--- src/rtl/rv_multicycle_ctrl.sv ---
// Purpose: multi-cycle control FSM for an RV32I core; sequences FETCH, DECODE, EXEC, MEM, WB and TRAP.
// Latency: 3 cycles BRANCH, 4 cycles ALU/JAL/JALR/STORE, 5 cycles LOAD, plus one per memory wait cycle.
// Backpressure: holds in FETCH/MEM until imem_ready/dmem_ready; traps after TIMEOUT_CYCLES unready cycles.
//
// Ports:
//   clk, rst          - clock, synchronous active-high reset
//   imem_rdata/ready  - fetched instruction word and its handshake
//   dmem_ready        - data memory handshake
//   br_taken          - branch condition from the ALU, used only in EXEC of a BRANCH
//   imem_req, ir_we, pc_we, is_write, alusrc, pcsrc, regwritesrc,
//   is_access_memory, is_write_memory - datapath control
//   illegal, trap_cause, state, instret - status and debug

module rv_multicycle_ctrl #(
    parameter int TIMEOUT_CYCLES = 255
) (
    input  logic        clk,
    input  logic        rst,
    input  logic [31:0] imem_rdata,
    input  logic        imem_ready,
    input  logic        dmem_ready,
    input  logic        br_taken,
    output logic        imem_req,
    output logic        ir_we,
    output logic        pc_we,
    output logic        is_write,
    output logic        alusrc,
    output logic        pcsrc,
    output logic        regwritesrc,
    output logic        is_access_memory,
    output logic        is_write_memory,
    output logic        illegal,
    output logic [1:0]  trap_cause,
    output logic [2:0]  state,
    output logic [31:0] instret
);

    typedef enum logic [2:0] {
        S_FETCH  = 3'd0,
        S_DECODE = 3'd1,
        S_EXEC   = 3'd2,
        S_MEM    = 3'd3,
        S_WB     = 3'd4,
        S_TRAP   = 3'd5
    } state_t;

    localparam logic [6:0] OPC_LUI    = 7'b0110111;
    localparam logic [6:0] OPC_AUIPC  = 7'b0010111;
    localparam logic [6:0] OPC_OP     = 7'b0110011;
    localparam logic [6:0] OPC_OPIMM  = 7'b0010011;
    localparam logic [6:0] OPC_LOAD   = 7'b0000011;
    localparam logic [6:0] OPC_STORE  = 7'b0100011;
    localparam logic [6:0] OPC_BRANCH = 7'b1100011;
    localparam logic [6:0] OPC_JAL    = 7'b1101111;
    localparam logic [6:0] OPC_JALR   = 7'b1100111;

    localparam logic [1:0] CAUSE_ILLEGAL = 2'd1;
    localparam logic [1:0] CAUSE_IMEM    = 2'd2;
    localparam logic [1:0] CAUSE_DMEM    = 2'd3;

    // Counter value seen during the last tolerated unready cycle.
    localparam logic [9:0] WAIT_LAST = 10'(TIMEOUT_CYCLES - 1);

    state_t      r_state;
    logic [6:0]  r_opcode;
    logic [9:0]  r_wait;
    logic [31:0] r_instret;
    logic        r_illegal;
    logic [1:0]  r_cause;

    logic w_is_load;
    logic w_is_store;
    logic w_is_branch;
    logic w_is_jump;
    logic w_uses_imm;
    logic w_legal;
    logic w_wait_expired;
    logic w_unused_rdata;

    assign w_is_load      = (r_opcode == OPC_LOAD);
    assign w_is_store     = (r_opcode == OPC_STORE);
    assign w_is_branch    = (r_opcode == OPC_BRANCH);
    assign w_is_jump      = (r_opcode == OPC_JAL) || (r_opcode == OPC_JALR);
    assign w_uses_imm     = r_opcode inside {OPC_OPIMM, OPC_LOAD, OPC_STORE,
                                             OPC_LUI, OPC_AUIPC, OPC_JALR};
    assign w_legal        = r_opcode inside {OPC_LUI, OPC_AUIPC, OPC_OP, OPC_OPIMM,
                                             OPC_LOAD, OPC_STORE, OPC_BRANCH,
                                             OPC_JAL, OPC_JALR};
    assign w_wait_expired = (r_wait == WAIT_LAST);
    // Only the opcode field is consumed here; the rest of the word feeds the datapath.
    assign w_unused_rdata = ^imem_rdata[31:7];

    always_ff @(posedge clk) begin
        if (rst) begin
            r_state   <= S_FETCH;
            r_opcode  <= 7'd0;
            r_wait    <= 10'd0;
            r_instret <= 32'd0;
            r_illegal <= 1'b0;
            r_cause   <= 2'd0;
        end else begin
            case (r_state)
                S_FETCH: begin
                    if (imem_ready) begin
                        r_opcode <= imem_rdata[6:0];
                        r_wait   <= 10'd0;
                        r_state  <= S_DECODE;
                    end else if (w_wait_expired) begin
                        r_illegal <= 1'b1;
                        r_cause   <= CAUSE_IMEM;
                        r_state   <= S_TRAP;
                    end else begin
                        r_wait <= r_wait + 10'd1;
                    end
                end
                S_DECODE: begin
                    if (w_legal) begin
                        r_state <= S_EXEC;
                    end else begin
                        r_illegal <= 1'b1;
                        r_cause   <= CAUSE_ILLEGAL;
                        r_state   <= S_TRAP;
                    end
                end
                S_EXEC: begin
                    if (w_is_load || w_is_store) begin
                        r_wait  <= 10'd0;
                        r_state <= S_MEM;
                    end else if (w_is_branch) begin
                        r_instret <= r_instret + 32'd1;
                        r_wait    <= 10'd0;
                        r_state   <= S_FETCH;
                    end else begin
                        r_state <= S_WB;
                    end
                end
                S_MEM: begin
                    // A ready in the final tolerated cycle still completes the access.
                    if (dmem_ready) begin
                        r_wait <= 10'd0;
                        if (w_is_store) begin
                            r_instret <= r_instret + 32'd1;
                            r_state   <= S_FETCH;
                        end else begin
                            r_state <= S_WB;
                        end
                    end else if (w_wait_expired) begin
                        r_illegal <= 1'b1;
                        r_cause   <= CAUSE_DMEM;
                        r_state   <= S_TRAP;
                    end else begin
                        r_wait <= r_wait + 10'd1;
                    end
                end
                S_WB: begin
                    r_instret <= r_instret + 32'd1;
                    r_wait    <= 10'd0;
                    r_state   <= S_FETCH;
                end
                S_TRAP: begin
                    r_state <= S_TRAP;
                end
                default: begin
                    r_state <= S_FETCH;
                end
            endcase
        end
    end

    // Control decode from the registered state and opcode. Strobes are held
    // low while rst is asserted so an aborted instruction never writes state.
    always_comb begin
        imem_req         = 1'b0;
        ir_we            = 1'b0;
        pc_we            = 1'b0;
        is_write         = 1'b0;
        alusrc           = 1'b0;
        pcsrc            = 1'b0;
        regwritesrc      = 1'b0;
        is_access_memory = 1'b0;
        is_write_memory  = 1'b0;
        if (!rst) begin
            case (r_state)
                S_FETCH: begin
                    imem_req = 1'b1;
                    ir_we    = imem_ready;
                end
                S_EXEC: begin
                    alusrc = w_uses_imm;
                    if (w_is_branch) begin
                        pc_we = 1'b1;
                        pcsrc = br_taken;
                    end
                end
                S_MEM: begin
                    is_access_memory = 1'b1;
                    is_write_memory  = w_is_store;
                    // PC advances once, when the store completes.
                    pc_we            = w_is_store && dmem_ready;
                end
                S_WB: begin
                    is_write    = 1'b1;
                    pc_we       = 1'b1;
                    pcsrc       = w_is_jump;
                    regwritesrc = !w_is_load;
                end
                default: begin
                end
            endcase
        end
    end

    assign state      = r_state;
    assign illegal    = r_illegal;
    assign trap_cause = r_cause;
    assign instret    = r_instret;

endmodule

--- config.mk ---
export PLATFORM = sky130hd
export DESIGN_NAME = rv_multicycle_ctrl
export DESIGN_NICKNAME = d
export VERILOG_FILES = /design/src/rtl/rv_multicycle_ctrl.sv
export SDC_FILE = /design/constraint.sdc
export NUM_CORES = 1
export LEC_CHECK = 0
export CAP_MARGIN = 20
export CORE_MARGIN = 4
export CORE_UTILIZATION = 50
export CTS_CLUSTER_DIAMETER = 40
export DETAILED_ROUTE_END_ITERATION = 8
export PLACE_DENSITY = 0.83
export SLEW_MARGIN = 20
export SYNTH_ARGS = -nofsm -noshare
export SYNTH_HDL_FRONTEND = slang
export SYNTH_SLANG_ARGS = --single-unit
export TNS_END_PERCENT = 1
--- constraint.sdc ---
create_clock -name clk -period 5.2 [get_ports clk]
set_input_delay 1.56 -clock clk [delete_from_list [all_inputs] [get_ports clk]]
set_output_delay 1.56 -clock clk [all_outputs]
set_load 0.01 [all_outputs]
==> impl_metrics.py, run 1 <==
metrics = {
    "setup_path": {
        "cp_top_family": "buffers and inverters",
        "start_kind": "input port",
        "reg2reg_to": "instret[20]",
        "critPathCapture": "pcsrc",
        "critPathBufInv": 3,
        "cpPeakStageDelay_ns": 0.62,
        "r2r_setup_slack_ns": 2.60,
        "crit_fanout": 21,
        "worstPathArrival_ns": 3.24,
        "crit_type": "in -> out",
        "r2r.worst_path.cells": 6,
        "critPathLaunch": "rst",
        "path_common_cell": "clkdlybuf4s50_1",
        "crit_slowest_cell": "clkdlybuf4s50_1",
        "cp.depth": 4,
        "rr_startpoint": "state[0]",
        "crit_chain": "clkdlybuf4s50_1 -> buf_4 -> nor4_1 -> clkdlybuf4s50_1",
        "required_ns": 3.64,
        "endpoint_kind": "output port",
    },
    "clock_network": {
        "h-tree-depth": 2,
        "cts_setup_buffers": 0,
        "clk_path_buf_depth": 2,
        "cts_tree": "built",
        "insertion_delay_ns": 0.33,
        "path_clk_slew_ns": 0.09,
        "clock_sinks": 55,
        "root_buffer": "clkbuf_8",
        "cts_resized": 0,
        "ctsHoldBuffers": 0,
        "numCtsBuffers": 5,
    },
    "die": {
        "die_y_um": 85.39,
        "start_util": 0.5307,
        "core_area_mm2": 0.005642,
        "rows": 27,
        "dieArea_mm2": 0.007291,
        "die_w_um": 85.39,
        "io_pins": 84,
    },
    "finish": {
        "antenna_cells": 0,
        "drive_gt1_frac": 0.06618,
        "nets": 447,
        "utilization": 0.6651,
        "layout.cells.non_filler": 480,
        "final_common_cell": "clkdlybuf4s50_1",
        "final_cell_mix": "57 x clkdlybuf4s50_1, 55 x dfxtp_1, 39 x nor2_1",
        "area_delta_synth_final_pct": 25.32,
    },
    "synthesis": {
        "synthMuxAreaShare": 0.02674,
        "synth_area_per_cell_um2": 8.434,
        "synth_edf_count": 0,
        "yosysWarnings": 0,
        "synth_simple_gate_area_frac": 0.2984,
        "async_flop_share": 0,
        "synth_area_mm2": 0.002994,
        "yosys.area_share.adder": 0.01254,
        "synth_compound_area_frac": 0.2039,
        "synth_top_family_by_area": "simple AND/OR/NAND/NOR gates",
        "ys_ff_latch": 55,
        "synthXorXnorAreaFrac": 0.04973,
        "synth.yosys.seq_area_share": 0.3677,
        "netlist_instances": 355,
        "synth_nets": 395,
        "ys.flop_type": "dfxtp_1",
        "synth_cell_types": 57,
    },
    "timing": {
        "timing.fmax_mhz": 208.4,
        "slew_headroom": 0.3255,
        "setup-tns-final_ns": 0,
        "fin_skew_ns": 0.01646,
        "min_period_ns": 4.797,
        "drv_slew": 0,
        "rsz0062_at_grt": "false",
        "fin_crit_sh": 0.9226,
        "worst_slew_pin_slew_ns": 1.009,
        "setup_viol": 0,
        "finalHoldViolCount": 0,
    },
    "route": {
        "drt_iter0_drc": 144,
        "firstDrtPassIters": 4,
        "vias": 2868,
        "wl_per_cell_um": 15.09,
        "wirelength_um": 7242,
        "vias_per_cell": 5.975,
        "final_antenna_net_count": 0,
        "route.detailed.drc": 0,
    },
    "placement": {
        "io_buffers": 58,
        "placed_cells": 472,
        "finalWeightedCongestion": 0.8642,
        "hpwl_um": 5123,
    },
    "job": {
        "maxCapViolations": 0,
    },
    "global_routing": {
        "grt_max_degree": 25,
        "antenna_found_initial": 0,
        "overflow": 0,
        "grt_pass1_vias": 2652,
        "track_usage": 0.2055,
        "grt_pass1_wl_um": 12510,
    },
    "power_and_ir_drop": {
        "internal_power_mw": 0.6185,
        "clkPwrFrac": 0.359,
        "power_frac_seq": 0.541,
        "p_sw_frac": 0.2524,
        "p_switching_mw": 0.2088,
        "power_leakage_nw": 1.243,
        "powerDensity_mw_per_mm2": 220.5,
        "combPwrFrac": 0.101,
        "ir_drop_mv": 0.1811,
    },
    "hold_path": {
        "hold_class": "reg -> reg",
    },
    "outcome": {
        "status": "finished clean",
    },
}
[area by class of cell]
| class | instances | area (µm²) |
|---|---|---|
| inverters | 8 | 30.03 |
| clock buffers | 6 | 72.57 |
| well taps | 72 | 90.09 |
| flip-flops and latches | 55 | 1101 |
| multi-input cells | 271 | 1777 |
| clock inverters | 2 | 38.79 |
| repair buffers | 66 | 643.1 |
| fillers | 451 | 1889 |
[per-stage QoR]
step	hold slack (ns)	setup WS (ns)	cell area, µm²	total power, mW
CTS	0.4919	0.1229	3750	0.8297
detailed placement	0.4653	0.1574	3638	0.5396
global placement	0.4711	0.1372	3638	0.5377
finish	0.4879	0.4025	3752	0.8273
global route	0.5280	0.2930	3752	0.8625
floorplan	0.4617	1.103	2994	0.5053
[power groups by stage]
| stage | combinational (mW) | clock [mW] | sequential [mW] |
|---|---|---|---|
| floorplan | 0.0554 | 0 | 0.450 |
| finish | 0.0833 | 0.297 | 0.447 |
| global route | 0.0916 | 0.321 | 0.450 |
| detailed placement | 0.0830 | 0 | 0.457 |
| global placement | 0.0815 | 0 | 0.456 |
| CTS | 0.0835 | 0.299 | 0.447 |
[synthesized netlist by cell type (all sizes together) (2+ instances only)]
cell / instances / share of area
a2111oi: 2 / 0.0067
a211oi: 5 / 0.013
a21oi: 30 / 0.050
a311oi: 2 / 0.0059
a32oi: 2 / 0.0059
and2: 4 / 0.0084
and3: 6 / 0.013
and4: 5 / 0.015
buf: 8 / 0.015
clkbuf: 13 / 0.016
dfxtp: 55 / 0.37
ha: 3 / 0.013
inv: 8 / 0.010
mux2i: 8 / 0.027
nand2: 19 / 0.024
nand2b: 4 / 0.0084
nand3: 10 / 0.017
nand3b: 3 / 0.0075
nand4: 10 / 0.023
nand4b: 4 / 0.012
nor2: 39 / 0.049
nor2b: 6 / 0.013
nor3: 3 / 0.0050
nor3b: 2 / 0.0050
nor4: 8 / 0.022
nor4b: 2 / 0.0059
o2111ai: 3 / 0.0088
o21a: 3 / 0.0075
o21ai: 16 / 0.027
o31a: 2 / 0.0059
o31ai: 14 / 0.037
or2: 2 / 0.0042
or3: 10 / 0.021
or4: 14 / 0.038
xnor2: 6 / 0.018
xor2: 11 / 0.032
[worst register-to-register path, stage by stage (launching register included)]
cell and delay (ns):
dfxtp_1 0.82, nand4b_1 0.30, nor4_4 0.23, buf_4 0.20, o211ai_2 0.30, or4_1 0.57, a21oi_1 0.15
[registers in the layout, summed over array words and instances (netlist names)]
name        flops
instret        32
r_wait         10
r_opcode        7
state           3
trap_cause      2
illegal         1
[worst min-delay path by stage]
stage / startpoint / endpoint / slack, ns / depth (start not counted)
finish: illegal / illegal / 0.49 / 2
global route: instret[29] / instret[29] / 0.53 / 2
CTS: illegal / illegal / 0.49 / 2
detailed placement: illegal / illegal / 0.47 / 2
global placement: illegal / illegal / 0.47 / 2
floorplan: r_wait[9] / r_wait[9] / 0.46 / 2
[routing by layer]
layer	global-route usage	wire [µm]	vias to the layer above
met3	0.04272	383	11
li1	-	-	1435
met1	0.2856	3405	1348
met5	0	0	-
met2	0.3234	3356	74
met4	0.05324	96	0
[logic make-up after synthesis]
group / Yosys count
mux: 8
buf+inv: 29
simple gates: 154
xor+xnor: 17
compound gates: 89
fa+ha+maj: 3
flops: 55
Power figures use the tool's default switching activity.
==> run 2, diff against run 1 <==
--- a/config.mk
+++ b/config.mk
@@ -10,6 +10,7 @@
 export CORE_UTILIZATION = 50
 export CTS_CLUSTER_DIAMETER = 40
 export DETAILED_ROUTE_END_ITERATION = 8
+export HOLD_SLACK_MARGIN = 0.08
 export PLACE_DENSITY = 0.83
 export SLEW_MARGIN = 20
 export SYNTH_ARGS = -nofsm -noshare
==> constraint.sdc (replaced) <==
create_clock -name clk -period 6.2 [get_ports clk]
set_input_delay 1.86 -clock clk [delete_from_list [all_inputs] [get_ports clk]]
set_output_delay 1.86 -clock clk [all_outputs]
set_load 0.01 [all_outputs]
==> run 2 against run 1 <==
Global-route usage about the same. Critical endpoint is now pc_we. Via count grew 2.1%. Non-clock buffer count fell by 4. Critical path depth is 2 higher. Routed wire length up 3.5%. Critical path type unchanged. Die area did not move. First-iteration DRC count fell by 3.5%. Total power down 20%.
==> impl_metrics.py, run 2 (synthesis gave the netlist of run 1 again) <==
metrics = {
    "outcome": {
        "status": "finished clean",
    },
    "power_and_ir_drop": {
        "power_leakage_nw": 1.197,
        "p_switching_mw": 0.1748,
        "ir_drop_mv": 0.1207,
        "combPwrFrac": 0.104,
        "powerDensity_mw_per_mm2": 178.5,
        "internal_power_mw": 0.4869,
        "clkPwrFrac": 0.328,
        "power_frac_seq": 0.568,
        "p_sw_frac": 0.2642,
    },
    "finish": {
        "drive_gt1_frac": 0.05941,
        "largest_reg_flops": 32,
        "final_common_cell": "clkdlybuf4s50_1",
        "area_delta_synth_final_pct": 23.82,
        "register_area_mm2": 0.001101,
        "fillers": 454,
        "multi_input_area_mm2": 0.001777,
        "antenna_cells": 0,
        "nets": 443,
        "final_cell_mix": "58 x clkdlybuf4s50_1, 55 x dfxtp_1, 39 x nor2_1",
    },
    "global_routing": {
        "grt_pass1_vias": 2675,
        "grt_max_degree": 39,
        "track_usage": 0.2059,
        "grt_pass1_wl_um": 12450,
        "overflow": 0,
        "antenna_found_initial": 0,
    },
    "clock_network": {
        "cts_resized": 0,
        "path_clk_slew_ns": 0.10,
        "ctsHoldBuffers": 0,
        "cts_setup_buffers": 0,
        "clock_sinks": 55,
        "root_buffer": "clkbuf_8",
        "clk_path_buf_depth": 2,
        "insertion_delay_ns": 0.32,
        "cts_tree": "built",
        "numCtsBuffers": 5,
        "h-tree-depth": 2,
    },
    "route": {
        "firstDrtPassIters": 4,
        "wirelength_um": 7492,
        "vias_per_cell": 6.149,
        "vias": 2927,
        "final_antenna_net_count": 0,
        "wl_per_cell_um": 15.74,
        "route.detailed.drc": 0,
        "drt_iter0_drc": 139,
    },
    "setup_path": {
        "cpPeakStageDelay_ns": 0.59,
        "crit_fanout": 5,
        "start_kind": "input port",
        "r2r.worst_path.cells": 6,
        "crit_chain": "clkdlybuf4s50_1 -> nand4b_1 -> nor4_4 -> nor2_1 -> a211oi_1 -> clkdlybuf4s50_1",
        "worstPathArrival_ns": 3.91,
        "crit_type": "in -> out",
        "endpoint_kind": "output port",
        "cp_top_family": "buffers and inverters",
        "path_common_cell": "clkdlybuf4s50_1",
        "critPathBufInv": 2,
        "cp.depth": 6,
        "crit_slowest_cell": "clkdlybuf4s50_1",
        "required_ns": 4.34,
    },
    "die": {
        "core_area_mm2": 0.005642,
        "die_w_um": 85.39,
        "rows": 27,
        "start_util": 0.5307,
        "dieArea_mm2": 0.007291,
        "io_pins": 84,
        "die_y_um": 85.39,
    },
    "timing": {
        "fin_skew_ns": 0.01209,
        "timing.fmax_mhz": 173.5,
        "rsz0062_at_grt": "false",
        "finalHoldViolCount": 0,
        "min_period_ns": 5.765,
        "drv_slew": 0,
        "hold_slack_ns": 0.5038,
        "fin_crit_sh": 0.9299,
        "setup_viol": 0,
        "worst_slew_pin_slew_ns": 0.9695,
        "setup-tns-final_ns": 0,
        "slew_headroom": 0.3520,
    },
    "hold_path": {
        "worstHoldPathCells": 2,
        "hold_class": "reg -> reg",
    },
    "placement": {
        "io_buffers": 58,
        "finalWeightedCongestion": 0.8358,
        "hpwl_um": 5347,
    },
    "job": {
        "maxCapViolations": 0,
    },
}
-- run 2: final timing paths --
path	startpoint	to	slack [ns]
min	instret[29]	instret[29]	0.50
max	dmem_ready	pc_we	0.43
min reg2reg	instret[29]	instret[29]	0.50
max reg2reg	state[1]	instret[19]	3.34
-- run 2: cell type report --
type	instances	area share
clock buffer	6	0.02227
clock inverter	2	0.004387
inverter	8	0.008100
multi-input combinational	271	0.4792
sequential	55	0.2970
tap	72	0.02430
timing repair buffer	62	0.1647
-- run 2: power groups by stage --
stage	logic [mW]	clock network, mW	registers, mW
floorplan	0.0465	0	0.377
global placement	0.0669	0	0.383
detailed placement	0.0688	0	0.384
CTS	0.0692	0.220	0.375
global route	0.0761	0.235	0.378
finish	0.0691	0.217	0.376
-- run 2: routing by layer --
layer | share of wire | vias up | track usage
met5 | 0 | - | 0
met4 | 0.011 | 0 | 0.05324
met3 | 0.040 | 8 | 0.04078
met2 | 0.50 | 68 | 0.3489
met1 | 0.45 | 1430 | 0.2669
li1 | - | 1421 | -
-- run 2: tightest hold or removal path: cells and delay by family, from the launching register on --
| family | cells | cell delay (ns) |
|---|---|---|
| flops | 1 | 0.35 |
| compound gates | 2 | 0.12 |
-- run 2: per-stage QoR --
stage | total power [mW] | cells | worst slack, ns | util | cell area (µm²)
final | 0.6617 | 476 | 0.4348 | 0.6571 | 3707
after global routing | 0.6886 | 476 | 0.2541 | 0.6571 | 3707
after CTS | 0.6651 | 476 | 0.4576 | 0.6571 | 3707
after detailed placement | 0.4523 | 468 | 0.4868 | 0.6396 | 3608
after global placement | 0.4495 | 468 | 0.5106 | 0.6396 | 3608
after floorplan | 0.4238 | 355 | 1.503 | - | 2994
==> run 3, diff against run 2 <==
==> constraint.sdc (replaced) <==
create_clock -name clk -period 6.7 [get_ports clk]
set_input_delay 2.01 -clock clk [delete_from_list [all_inputs] [get_ports clk]]
set_output_delay 2.01 -clock clk [all_outputs]
set_load 0.01 [all_outputs]
==> run 3 against run 2 <==
Highest routed layer unchanged. Critical endpoint unchanged. Critical path depth unchanged. Sequential share of layout area about the same. Final area decreased by 0.10%. Die area unchanged. Sequential power decreased by 7.7%. Hold slack got worse by 0.0024 ns.
==> impl_metrics.py, run 3 (synthesis gave the netlist of run 1 again) <==
metrics = {
    "global_routing": {
        "grt_pass1_vias": 2655,
        "grt_pass1_wl_um": 12180,
        "track_usage": 0.1984,
        "overflow": 0,
        "grt_max_degree": 28,
        "antenna_found_initial": 0,
    },
    "route": {
        "m1WireLength_um": 3322,
        "wl_met2_um": 3468,
        "wl_per_cell_um": 15.18,
        "firstDrtPassIters": 4,
        "route.detailed.drc": 0,
        "final_antenna_net_count": 0,
        "vias": 2856,
        "met3WireLength_um": 369,
        "dr.max_layer_used": "met4",
        "wirelength_um": 7227,
        "drt_iter0_drc": 102,
        "vias_per_cell": 6.000,
    },
    "timing": {
        "hold_slack_ns": 0.5014,
        "fin_crit_sh": 0.9047,
        "fin_ws_ns": 0.6383,
        "fin_skew_ns": 0.008225,
        "setup_viol": 0,
        "min_period_ns": 6.062,
        "drv_slew": 0,
        "setup-tns-final_ns": 0,
        "timing.fmax_mhz": 165.0,
        "slew_headroom": 0.3581,
        "worst_slew_pin_slew_ns": 0.9603,
        "finalHoldViolCount": 0,
        "rsz0062_at_grt": "false",
    },
    "setup_path": {
        "start_kind": "input port",
        "r2r.worst_path.cells": 5,
        "reg2reg_to": "instret[20]",
        "critPathCapture": "pc_we",
        "endpoint_kind": "output port",
        "worstPathArrival_ns": 4.05,
        "critPathLaunch": "dmem_ready",
        "crit_fanout": 5,
        "rr_startpoint": "state[1]",
        "required_ns": 4.69,
        "r2r_setup_slack_ns": 3.90,
        "crit_type": "in -> out",
    },
    "finish": {
        "area_delta_synth_final_pct": 23.69,
        "final_common_cell": "clkdlybuf4s50_1",
        "nets": 443,
        "largest_reg_flops": 32,
        "antenna_cells": 0,
        "final_cell_mix": "58 x clkdlybuf4s50_1, 55 x dfxtp_1, 39 x nor2_1",
        "utilization": 0.6565,
        "register_area_mm2": 0.001101,
        "drive_gt1_frac": 0.05693,
        "multi_input_area_mm2": 0.001777,
        "fillers": 483,
    },
    "die": {
        "io_pins": 84,
        "start_util": 0.5307,
        "core_area_mm2": 0.005642,
        "dieArea_mm2": 0.007291,
        "die_w_um": 85.39,
        "rows": 27,
        "die_y_um": 85.39,
    },
    "power_and_ir_drop": {
        "powerDensity_mw_per_mm2": 162.7,
        "power_leakage_nw": 1.198,
        "power.total_mw": 0.6026,
        "ir_drop_mv": 0.09831,
    },
    "clock_network": {
        "ctsHoldBuffers": 0,
        "root_buffer": "clkbuf_8",
        "cts_resized": 0,
        "insertion_delay_ns": 0.31,
        "numCtsBuffers": 5,
        "clk_path_buf_depth": 2,
        "clock_sinks": 55,
        "h-tree-depth": 2,
        "path_clk_slew_ns": 0.10,
        "cts_setup_buffers": 0,
        "cts_tree": "built",
    },
    "hold_path": {
        "hold_class": "reg -> reg",
    },
    "job": {
        "maxCapViolations": 0,
    },
    "outcome": {
        "status": "finished clean",
    },
    "placement": {
        "hpwl_um": 5180,
        "io_buffers": 58,
        "finalWeightedCongestion": 0.8629,
        "dpl_worst_slack_ns": 0.6943,
    },
}
-- run 3: cell count changes in the layout (fill, tap and decap cells not counted), sizes merged --
| cell | delta |
|---|---|
| clkinvlp | -1 |
| clkbuf | +1 |
-- run 3: worst max-delay path: stages --
cell and delay (ns):
clkdlybuf4s50_1 0.57, nand4b_1 0.20, nor4_4 0.22, nor2_1 0.15, a211oi_1 0.31, clkdlybuf4s50_1 0.59
-- run 3: cell type report --
| cell class | count | share of cell area |
|---|---|---|
| flip-flops and latches | 55 | 0.2973 |
| well taps | 72 | 0.02432 |
| repair buffers | 62 | 0.1649 |
| clock buffers | 7 | 0.02331 |
| multi-input cells | 271 | 0.4797 |
| inverters | 8 | 0.008108 |
| clock inverters | 1 | 0.002365 |
-- run 3: worst min-delay path by stage --
stage,start,to,slack (ns),depth (start not counted)
floorplan,r_wait[9],r_wait[9],0.46,2
global route,r_wait[9],r_wait[9],0.53,2
global placement,illegal,illegal,0.47,2
detailed placement,illegal,illegal,0.47,2
finish,r_wait[9],r_wait[9],0.50,2
CTS,r_wait[9],r_wait[9],0.50,2
-- run 3: per-stage QoR --
stage / instances / area [µm²]
finish: 476 / 3704
global route: 476 / 3704
CTS: 476 / 3704
detailed placement: 468 / 3608
global placement: 468 / 3608
floorplan: 355 / 2994
-- run 3: layer usage --
metal / global-route usage / vias to the layer above
li1: - / 1429
met1: 0.2649 / 1346
met2: 0.3319 / 74
met3: 0.03883 / 7
met4: 0.04173 / 0
met5: 0 / -
-- run 3: report_power, final --
group | switching [mW] | total (mW) | internal (mW)
clock | 0.107 | 0.192 | 0.0850
combinational | 0.0317 | 0.0636 | 0.0319
sequential | 0.0135 | 0.347 | 0.334
